--- config.mk ---
export PLATFORM = sky130hd
export DESIGN_NAME = fetch_sequencer
export DESIGN_NICKNAME = d
export VERILOG_FILES = /design/src/rtl/fetch_sequencer.sv
export SDC_FILE = /design/constraint.sdc
export NUM_CORES = 1
export LEC_CHECK = 0
export CORE_MARGIN = 4
export CORE_UTILIZATION = 48
export DETAILED_ROUTE_END_ITERATION = 8
export MAX_ROUTING_LAYER = met4
export PLACE_DENSITY = 0.81
export REMOVE_ABC_BUFFERS = 1
export SETUP_SLACK_MARGIN = 0.5
export SYNTH_ARGS = -nofsm -noshare
export SYNTH_HDL_FRONTEND = slang
export SYNTH_SLANG_ARGS = --single-unit
--- constraint.sdc ---
create_clock -name clk -period 4.35 [get_ports clk]
set_input_delay 1.305 -clock clk [delete_from_list [all_inputs] [get_ports clk]]
set_output_delay 1.305 -clock clk [all_outputs]
set_load 0.005 [all_outputs]
--- src/rtl/fetch_sequencer.sv ---
// -----------------------------------------------------------------------------
// fetch_sequencer
//
// Next-PC controller for the fetch stage. Produces the registered next_pc that
// feeds the fetch PC register. It handles the boot cycle after reset,
// sequential increment, stall hold, and branch/jump redirect. After a redirect
// it inserts wrong-path bubbles by holding fetch_valid low. It also handles
// halt/resume.
//
// Parameters:
//   RESET_VECTOR  - first fetch address after reset
//   PC_STEP       - byte increment per sequential fetch
//   FLUSH_BUBBLES - cycles fetch_valid stays low after a redirect (1..7)
//
// Ports:
//   clk            in   system clock, all state updates on posedge
//   rst            in   asynchronous active-high reset
//   stall          in   decode not accepting, hold next_pc
//   redirect       in   branch/jump taken, load redirect_pc
//   redirect_pc    in   redirect target byte address (32 bits)
//   halt           in   stop fetching (pulse or level)
//   resume         in   leave the halted state (pulse)
//   next_pc        out  registered address to the fetch PC register
//   fetch_valid    out  instruction at fetch output is consumable
//   halted         out  high while halted
//   misalign_fault out  sticky misaligned-redirect fault
//                       (only with FETCH_SEQ_ALIGN_CHECK_EN)
//
// Optional feature macro: FETCH_SEQ_ALIGN_CHECK_EN
//   When this macro is defined, a redirect to a target that is not word-aligned
//   is not loaded. Instead it sets the sticky misalign_fault and halts fetch.
//   Resume is ignored until rst clears the fault.
// -----------------------------------------------------------------------------
module fetch_sequencer #(
    parameter logic [31:0] RESET_VECTOR  = 32'h0000_0000,
    parameter int unsigned PC_STEP       = 4,
    parameter int unsigned FLUSH_BUBBLES = 1
) (
    input  logic        clk,
    input  logic        rst,
    input  logic        stall,
    input  logic        redirect,
    input  logic [31:0] redirect_pc,
    input  logic        halt,
    input  logic        resume,
    output logic [31:0] next_pc,
    output logic        fetch_valid,
    output logic        halted
`ifdef FETCH_SEQ_ALIGN_CHECK_EN
    ,
    output logic        misalign_fault
`endif
);

    typedef enum logic [1:0] {
        ST_BOOT,
        ST_RUN,
        ST_FLUSH,
        ST_HALTED
    } state_t;

    localparam logic [31:0] STEP    = 32'(PC_STEP);
    localparam logic [2:0]  BUBBLES = 3'(FLUSH_BUBBLES);

    state_t      state;
    state_t      state_n;
    logic [31:0] pc_n;
    logic        valid_n;
    logic [2:0]  bub_cnt;
    logic [2:0]  cnt_n;
    logic        bad_target;
    logic        resume_ok;

`ifdef FETCH_SEQ_ALIGN_CHECK_EN
    logic fault_q;

    assign bad_target = (redirect_pc[1:0] != 2'b00);
    // A latched fault pins the sequencer in HALTED until reset.
    assign resume_ok  = resume & ~fault_q;

    // Sticky fault: set by any misaligned redirect the FSM acts on (never in BOOT).
    always_ff @(posedge clk or posedge rst) begin
        if (rst) begin
            fault_q <= 1'b0;
        end else if (redirect && bad_target && (state != ST_BOOT)) begin
            fault_q <= 1'b1;
        end
    end

    assign misalign_fault = fault_q;
`else
    assign bad_target = 1'b0;
    assign resume_ok  = resume;
`endif

    assign halted = (state == ST_HALTED);

    always_ff @(posedge clk or posedge rst) begin
        if (rst) begin
            state       <= ST_BOOT;
            next_pc     <= RESET_VECTOR;
            fetch_valid <= 1'b0;
            bub_cnt     <= 3'd0;
        end else begin
            state       <= state_n;
            next_pc     <= pc_n;
            fetch_valid <= valid_n;
            bub_cnt     <= cnt_n;
        end
    end

    always_comb begin
        state_n = state;
        pc_n    = next_pc;
        valid_n = fetch_valid;
        cnt_n   = bub_cnt;

        case (state)
            // Single settling cycle; every control input is ignored here.
            ST_BOOT: begin
                state_n = ST_RUN;
            end

            // RUN and FLUSH share the redirect > halt > stall priority. They
            // differ only in how a non-stalled advance treats fetch_valid.
            ST_RUN, ST_FLUSH: begin
                if (redirect && bad_target) begin
                    state_n = ST_HALTED;
                    valid_n = 1'b0;
                    cnt_n   = 3'd0;
                end else if (redirect) begin
                    pc_n    = redirect_pc;
                    cnt_n   = BUBBLES;
                    valid_n = 1'b0;
                    state_n = ST_FLUSH;
                end else if (halt) begin
                    state_n = ST_HALTED;
                    valid_n = 1'b0;
                    cnt_n   = 3'd0;
                end else if (!stall) begin
                    pc_n = next_pc + STEP;
                    if (state == ST_RUN) begin
                        valid_n = 1'b1;
                    end else if (bub_cnt <= 3'd1) begin
                        // Last wrong-path slot consumed; the next fetch is real.
                        valid_n = 1'b1;
                        cnt_n   = 3'd0;
                        state_n = ST_RUN;
                    end else begin
                        cnt_n = bub_cnt - 3'd1;
                    end
                end
            end

            // A redirect alone only sets the resume address. Combined with
            // resume, it restarts fetch through a normal flush.
            ST_HALTED: begin
                valid_n = 1'b0;
                if (redirect && bad_target) begin
                    state_n = ST_HALTED;
                end else if (redirect && resume_ok) begin
                    pc_n    = redirect_pc;
                    cnt_n   = BUBBLES;
                    state_n = ST_FLUSH;
                end else if (redirect) begin
                    pc_n = redirect_pc;
                end else if (resume_ok) begin
                    valid_n = 1'b1;
                    state_n = ST_RUN;
                end
            end

            default: begin
                state_n = ST_BOOT;
            end
        endcase
    end

endmodule

# After elaboration in Yosys (flattened, before gate mapping)

Cells that the tools add are included.
Widths: inputs -> output; s select.

Register bits after elaboration: 38
Output and inout port bits: 34

Add/subtract/negate cells: 2
Reductions and logical operators: 8
Multiplexer cells: 31
Equal/unequal tests: 13
Magnitude comparators: 1

Operators by type and width:

| cell                  | number |
|---|---|
| $mux 32               | 5 |
| $pmux 32 s2           | 1 |
| $add 32x3->32 const B | 1 |
| $mux 3                | 6 |
| $mux 2                | 8 |
| $ne 4x4->1 const B    | 3 |
| $ne 3x2->1 const B    | 3 |
| $mux 1                | 8 |
| $reduce_and 4->1      | 2 |
| $ne 3x3->1 const B    | 2 |
| $pmux 2 s3            | 1 |
| $pmux 3 s2            | 1 |
| $ne 5x5->1 const B    | 1 |
| $reduce_and 5->1      | 1 |
| $eq 2x2->1 const B    | 2 |
| $le 3x1->1 const B    | 1 |
| $reduce_and 3->1      | 1 |
| $sub 3x1->3 const B   | 1 |
| $eq 2x1->1 const B    | 1 |
| $logic_not 2->1       | 1 |
| $ne 2x1->1 const B    | 1 |
| $pmux 1 s2            | 1 |
| $reduce_bool 2->1     | 1 |
| $reduce_or 2->1       | 1 |
| $logic_and 1x1->1     | 1 |

# Longest topological paths before layout

Gate-level depths: netlist of run 1.

Depth in word-level cells: 7
Gate-level depth with buffers: 8

# Worst setup path before layout of run 1

No wires, ideal clock.

Kind: input to register
Start: in halt
End: reg next_pc[21]
Buffers on the path: 0
Stages on the path: 5
Arrival time: 2.432 ns
Path slack: 1.780 ns
Cell sequence: or2_1 > a221oi_4 > nand2_2 > nor4_2 > a311oi_1

Word-level cells in the longest chain between the ends: 2

RTL lines:

| what                              | line | source |
|---|---|---|
| start, declared                   | 44   | `input logic halt,` |
| $ne 3x3->1 (no source line)       | --   |  |
| $reduce_and 4->1 (no source line) | --   |  |
| end signal, assigned              | 106  | `next_pc <= pc_n;` |
| end, declared                     | 46   | `output logic [31:0] next_pc,` |

Every way passes these cells.
A chain may end at the register's enable or synchronous reset.

# Worst setup path in the final report of run 1

Start: in redirect
End: reg next_pc[21]

Word-level cells in the longest chain between the ends: 3
Elaborated cells on any way between the ends: 8
Classes of those cells: eq/ne: 3; mux: 3; reduce/logical: 2

RTL lines:

| what                                                                    | line | source |
|---|---|---|
| start, declared                                                         | 42   | `input logic redirect,` |
| $logic_and 1x1->1                                                       | 161  | `end else if (redirect && resume_ok) begin` |
| $ne 3x2->1 (no source line) / $mux 32 (equally long branches)           | --   |  |
| $reduce_and 4->1 (no source line) / $pmux 32 s2 (equally long branches) | --   |  |

Several ways; a longest one is shown, not always the timed one.

==> results of run 1 <==
==> flip-flops by register name (all words and copies together), names as in the netlist <==
name and cells:
bub_cnt 3, fetch_valid 1, next_pc 32, state 2
==> worst reg2reg max path: cells and delay by family, from the launching register on <==
| family | cells | cell delay (ns) |
|---|---|---|
| buffers and inverters | 2 | 0.30 |
| and+or+nand+nor | 3 | 0.71 |
| AOI/OAI and AO/OA | 2 | 0.43 |
| DFF | 1 | 0.42 |
| adders and majority gates | 1 | 0.35 |
==> kinds of logic (layout without fill, tap and decap cells) <==
family	count (synthesis)	in the layout	share of synthesized area, %
AOI/OAI and AO/OA	94	94	26.94
adders and majority gates	7	7	3.669
buffers and inverters	24	93	4.193
DFF	38	38	39.83
muxes	4	4	1.834
and+or+nand+nor	114	114	23.53
==> power breakdown <==
| group | leakage (uW) | internal [uW] | switching [uW] | total [uW] |
|---|---|---|---|---|
| clock | 0.0000573 | 184 | 125 | 309 |
| sequential | 0.000431 | 522 | 218 | 740 |
| combinational | 0.000792 | 621 | 595 | 1220 |
==> Yosys cell counts, types with 3 or more instances <==
cell       n
mux2_2     3
nand3_1   11
o32ai_1    4
a211oi_1  13
nand2_1   20
o22ai_1    8
nor2_1    35
nand4_1   10
ha_1       7
inv_1      9
a21oi_1   26
and3_1     8
dfrtp_1   38
nor2b_1    3
a311oi_1   7
o21ai_0   16
clkbuf_1   7
and4_1     4
nor3_1    13
buf_2      7
==> worst max path at each step <==
stage / start / end / slack, ns
after global routing: redirect / next_pc[21]$_DFFE_PP0P_ / 0.76
after floorplan: halt / next_pc[12]$_DFFE_PP0P_ / 1.22
after global placement: redirect / next_pc[21]$_DFFE_PP0P_ / 0.71
final: redirect / next_pc[21]$_DFFE_PP0P_ / 0.91
after detailed placement: redirect / next_pc[21]$_DFFE_PP0P_ / 0.62
after CTS: redirect / next_pc[21]$_DFFE_PP0P_ / 0.94
==> per-layer routing <==
metal	wire length [um]	GRT usage, %	up-vias
met3	492	4.243	11
met5	0	-	-
met2	3377	37.52	114
met1	2935	31.60	1164
li1	-	-	1206
met4	63	4.720	0
==> layout make-up <==
type                            instances  area (sq um)
Inverter                                9         33.78
Sequential cell                        38         950.9
Fill cell                             420          1513
Tap cell                               67         83.83
Timing Repair Buffer                   77         755.7
Clock inverter                          1         30.03
Clock buffer                            6         82.58
Multi-Input combinational cell        219          1336
==> through the flow <==
stage | setup WS, ns | hold WS, ns | cell area (sq um) | power, uW | util, %
after floorplan | 1.223 | 0.4512 | 2321 | 1370 | -
after global placement | 0.7061 | 0.4648 | 3161 | 1925 | 66.04
after detailed placement | 0.6238 | 0.4696 | 3161 | 1952 | 66.04
after CTS | 0.9384 | 0.4866 | 3273 | 2269 | 68.39
after global routing | 0.7642 | 0.5315 | 3273 | 2453 | 68.39
final | 0.9064 | 0.4807 | 3273 | 2266 | 68.39
==> results_dict.tcl, run 1 <==
set metrics [dict create \
    cp.required_ns 4.51 \
    grt_max_degree 39 \
    fin_nets 395 \
    worstPathMaxFanout 15 \
    n_antenna_cell 0 \
    powerDensity_nw_per_um2 692.2 \
    clk_pin_slew_ns 0.08 \
    cts-resized-gates 0 \
    synth_top_area_share_pct 39.83 \
    hold_end "next_pc[1]$_DFFE_PP0P_" \
    max-cap-violations 0 \
    drive_gt1_share_pct 6.571 \
    antenna_found_initial 0 \
    holdPathStages 2 \
    clk_latency_ns 0.29 \
    place_hpwl_mm 4.939 \
    numCtsBuffers 5 \
    hold_viol 0 \
    drt_iter0_markers 268 \
    grt.total_usage_pct 23.55 \
    drc 0 \
    globalplace.congestion 0.8909 \
    startpoint_type "input pin" \
    grt_pass1_wl_mm 11.39 \
    grt_pass1_vias 2369 \
    crit_path_end_kind "register" \
    yosys-top-cells-area "dfrtp_1 (40%), nor2_1 (5.5%), a21oi_1 (5.5%)" \
    crit_family "buffers and inverters" \
    r2r_cells 8 \
    cts_hold_buf 0 \
    ios 72 \
    synth.avg_cell_area_sq_um 8.496 \
    p_leak_uw 0.001281 \
    synthArstFlopShare_pct 100.0 \
    final_common_cell "clkdlybuf4s50_1" \
    fin_crit_sh_pct 79.16 \
    crit-reg2reg-launch "state[0]$_DFFE_PP0P_" \
    critPathBufInv 3 \
    period_minus_slack_ns 3.444 \
    cts_root_buffer "clkbuf_8" \
    worstHoldPathType "register to register" \
    dp_cells 410 \
    fmax_ghz 0.2904 \
    yosysWarnings 0 \
    h-tree-depth 2 \
    synth_area_sq_um 2387 \
    reg2reg_to "next_pc[21]$_DFFE_PP0P_" \
    portBuffers 71 \
    die_h_um 78.53 \
    die_area_sq_um 6166 \
    ant_nets 0 \
    std_cell_rows 25 \
    vias 2495 \
    worstMarginPinSlew_ns 0.5680 \
    worstSetupPathType "input pin to register" \
    cts.sinks 38 \
    cpPeakStageDelay_ns 0.69 \
    synth_flop_cell "dfrtp_1" \
    status "finished clean" \
    cp_slowest_cell "clkdlybuf4s50_1" \
    post-cts-setup-buffers 0 \
    synth_cell_type_count 46 \
    tns_ns 0 \
    area_growth_pct 37.11 \
    wl_mm 6.869 \
    synth_largest_area_cell "dfrtp_1" \
    finalMaxSlewViolations 0 \
    ir_worst_vdd_mv 0.3480 \
    start_util_pct 49.88 \
    ys_ff_latch 38 \
    synth_edf_count 0 \
    wl_per_cell_um 16.47 \
    die_x_um 78.53 \
    cts_buffer_depth 2 \
    r2r_slack_ns 2.02 \
    arrival_ns 3.61 \
    core_area_sq_um 4786 \
    synthCells 281 \
    rsz0062_at_grt "false" \
    drtPass1Iterations 4 \
    overflow 0 \
    setup_viol 0 \
    seq_area_frac_synth_pct 39.83 \
    final_cell_mix "clkdlybuf4s50_1 (71), dfrtp_1 (38), nor2_1 (35)" \
    viasPerCell 5.983 \
    skew_ns 0.005596 \
    cts_tree "yes" \
    cp.depth 7 \
    min_from "next_pc[1]$_DFFE_PP0P_" \
    slew_headroom_pct 62.09 \
    finalNonFillerCells 417 \
    cp_cell_sequence "clkdlybuf4s50_1 > inv_1 > a221oi_4 > buf_4 > nand2_2 > nor4_2 > a311oi_1" \
]
Note: power is estimated with default switching activity, not from simulation.
==> run 2: changes to the inputs <==
--- a/config.mk
+++ b/config.mk
@@ -6,10 +6,10 @@
 export NUM_CORES = 1
 export LEC_CHECK = 0
 export CORE_MARGIN = 4
-export CORE_UTILIZATION = 48
+export CORE_UTILIZATION = 43
 export DETAILED_ROUTE_END_ITERATION = 8
 export MAX_ROUTING_LAYER = met4
-export PLACE_DENSITY = 0.81
+export PLACE_DENSITY = 0.77
 export REMOVE_ABC_BUFFERS = 1
 export SETUP_SLACK_MARGIN = 0.5
 export SYNTH_ARGS = -nofsm -noshare
==> constraint.sdc (replaced) <==
create_clock -name clk -period 2.95 [get_ports clk]
set_input_delay 0.885 -clock clk [delete_from_list [all_inputs] [get_ports clk]]
set_output_delay 0.885 -clock clk [all_outputs]
set_load 0.005 [all_outputs]
==> results_dict.tcl, run 2 (synthesis gave the netlist of run 1 again) <==
set metrics [dict create \
    status "finished clean" \
    swShare_pct 41.03 \
    cpPeakStageDelay_ns 0.46 \
    drtPass1Iterations 5 \
    wl_per_cell_um 16.66 \
    startpoint_type "input pin" \
    fin_crit_sh_pct 81.72 \
    r2r_cells 8 \
    largest_reg_flops 32 \
    grt_pass1_vias 2490 \
    viasPerCell 6.019 \
    cts_buffer_depth 2 \
    drive_gt1_share_pct 10.28 \
    grt_pass1_wl_mm 11.94 \
    worstHoldPathType "register to register" \
    pwr-share-clk_pct 15.6 \
    placed_area_sq_um 3224 \
    worstPathMaxFanout 17 \
    crit_path_end_kind "register" \
    pwr-share-seq_pct 31.2 \
    portBuffers 71 \
    cts_root_buffer "clkbuf_8" \
    final_cell_area_sq_um 3405 \
    fin_nets 404 \
    cp.required_ns 3.16 \
    hold_end "next_pc[0]$_DFFE_PP0P_" \
    arrival_ns 2.62 \
    reg_top3 "next_pc: 32 flops, bub_cnt: 3 flops, state: 2 flops" \
    die_h_um 82.51 \
    core_area_sq_um 5238 \
    cts_tree "yes" \
    area_growth_pct 42.61 \
    power_frac_comb_pct 53.2 \
    antenna_found_initial 0 \
    fillers 455 \
    crit-reg2reg-launch "state[1]$_DFFE_PP0P_" \
    rsz0062_at_grt "true" \
    die_x_um 82.51 \
    wl_mm 7.165 \
    globalplace.congestion 0.9151 \
    final_cell_mix "clkdlybuf4s50_1 (71), dfrtp_1 (37), nor2_1 (34)" \
    place_hpwl_mm 5.348 \
    final_common_cell "clkdlybuf4s50_1" \
    grt_max_degree 21 \
    clk_latency_ns 0.30 \
    clk_pin_slew_ns 0.09 \
    die_area_sq_um 6808 \
    vias 2588 \
    skew_ns 0.01360 \
    cp.depth 6 \
    slew_headroom_pct 60.60 \
    numCtsBuffers 5 \
    worstMarginPinSlew_ns 0.5894 \
    period_minus_slack_ns 2.411 \
    whs_ns 0.4814 \
    r2r_slack_ns 0.74 \
    worstSetupPathType "input pin to register" \
    cp_cell_sequence "clkdlybuf4s50_1 > buf_4 > or2_2 > nand2_2 > o22ai_1 > a311oi_1" \
    tns_ns 0 \
    reg2reg_to "next_pc[31]$_DFFE_PP0P_" \
    cp_slowest_cell "clkdlybuf4s50_1" \
    powerDensity_nw_per_um2 1039 \
    drc 0 \
    start_util_pct 45.58 \
    ios 72 \
    regMostFlops "next_pc" \
    critPathBufInv 2 \
    ir_worst_vdd_mv 0.6215 \
    h-tree-depth 2 \
    finalMaxSlewViolations 0 \
    fmax_ghz 0.4148 \
    max-cap-violations 0 \
    drt_iter0_markers 264 \
    holdPathStages 2 \
    p_leak_uw 0.001346 \
    ant_nets 0 \
    cts.sinks 38 \
    min_from "next_pc[0]$_DFFE_PP0P_" \
    hold_viol 0 \
    crit_family "simple AND/OR/NAND/NOR gates" \
    std_cell_rows 26 \
    intPower_uw 2085 \
    overflow 0 \
    setup_viol 0 \
    power.switching_uw 1451 \
    grt.total_usage_pct 23.19 \
    n_antenna_cell 0 \
]
[run 2: power by group through the flow]
stage / Sequential (uW) / Combinational (uW) / Clock [uW]
2_1_floorplan: 1050 / 974 / 0
3_3_place_gp: 1090 / 1790 / 0
3_5_place_dp: 1100 / 1830 / 0
4_1_cts: 1100 / 1840 / 553
5_1_grt: 1160 / 2080 / 582
6_report: 1100 / 1880 / 553
[run 2: per-layer routing]
| layer | track usage (%) | vias to the layer above | routed length (um) |
|---|---|---|---|
| li1 | - | 1229 | - |
| met1 | 30.16 | 1236 | 3141 |
| met2 | 37.58 | 112 | 3455 |
| met3 | 3.688 | 11 | 473 |
| met4 | 6.536 | 0 | 94 |
| met5 | - | - | 0 |
[run 2: worst max path at each step]
stage / startpoint / endpoint / slack, ns
2_1_floorplan: halt / next_pc[12]$_DFFE_PP0P_ / 0.24
3_3_place_gp: stall / next_pc[21]$_DFFE_PP0P_ / 0.24
3_5_place_dp: redirect / next_pc[31]$_DFFE_PP0P_ / 0.20
4_1_cts: stall / next_pc[21]$_DFFE_PP0P_ / 0.51
5_1_grt: redirect / next_pc[31]$_DFFE_PP0P_ / 0.46
6_report: redirect / next_pc[31]$_DFFE_PP0P_ / 0.54
[run 2: tightest hold or removal path: stages (launching register included)]
cell and delay, ns:
dfrtp_1 0.35, nand2_1 0.05, nand2_1 0.05
[run 2: cell type report]
cell class                 instances  area [sq um]  area share (%)
clock buffer                       5         68.82           2.021
multi-input combinational        219          1363           40.02
inverter                           9         33.78          0.9923
tap                               70         87.58           2.573
clock inverter                     3         68.82           2.021
sequential                        38         952.2           27.97
timing repair buffer              86         830.8           24.40
[run 2: through the flow]
step	std cells	power, uW	setup WS, ns	utilization, %
finish	430	3536	0.5393	65.00
global route	430	3822	0.4618	65.00
CTS	429	3489	0.5101	64.43
detailed placement	421	2924	0.2004	61.56
global placement	421	2876	0.2368	61.56
floorplan	266	2020	0.2430	-
[run 2: timing repair]
item / 4_1_cts / 5_1_grt
resized for setup: 2 / 6
setup buffers: 0 / 1
setup endpoints to repair: 1 / 9
hold buffers: 0 / 0
pin swaps: 0 / 2
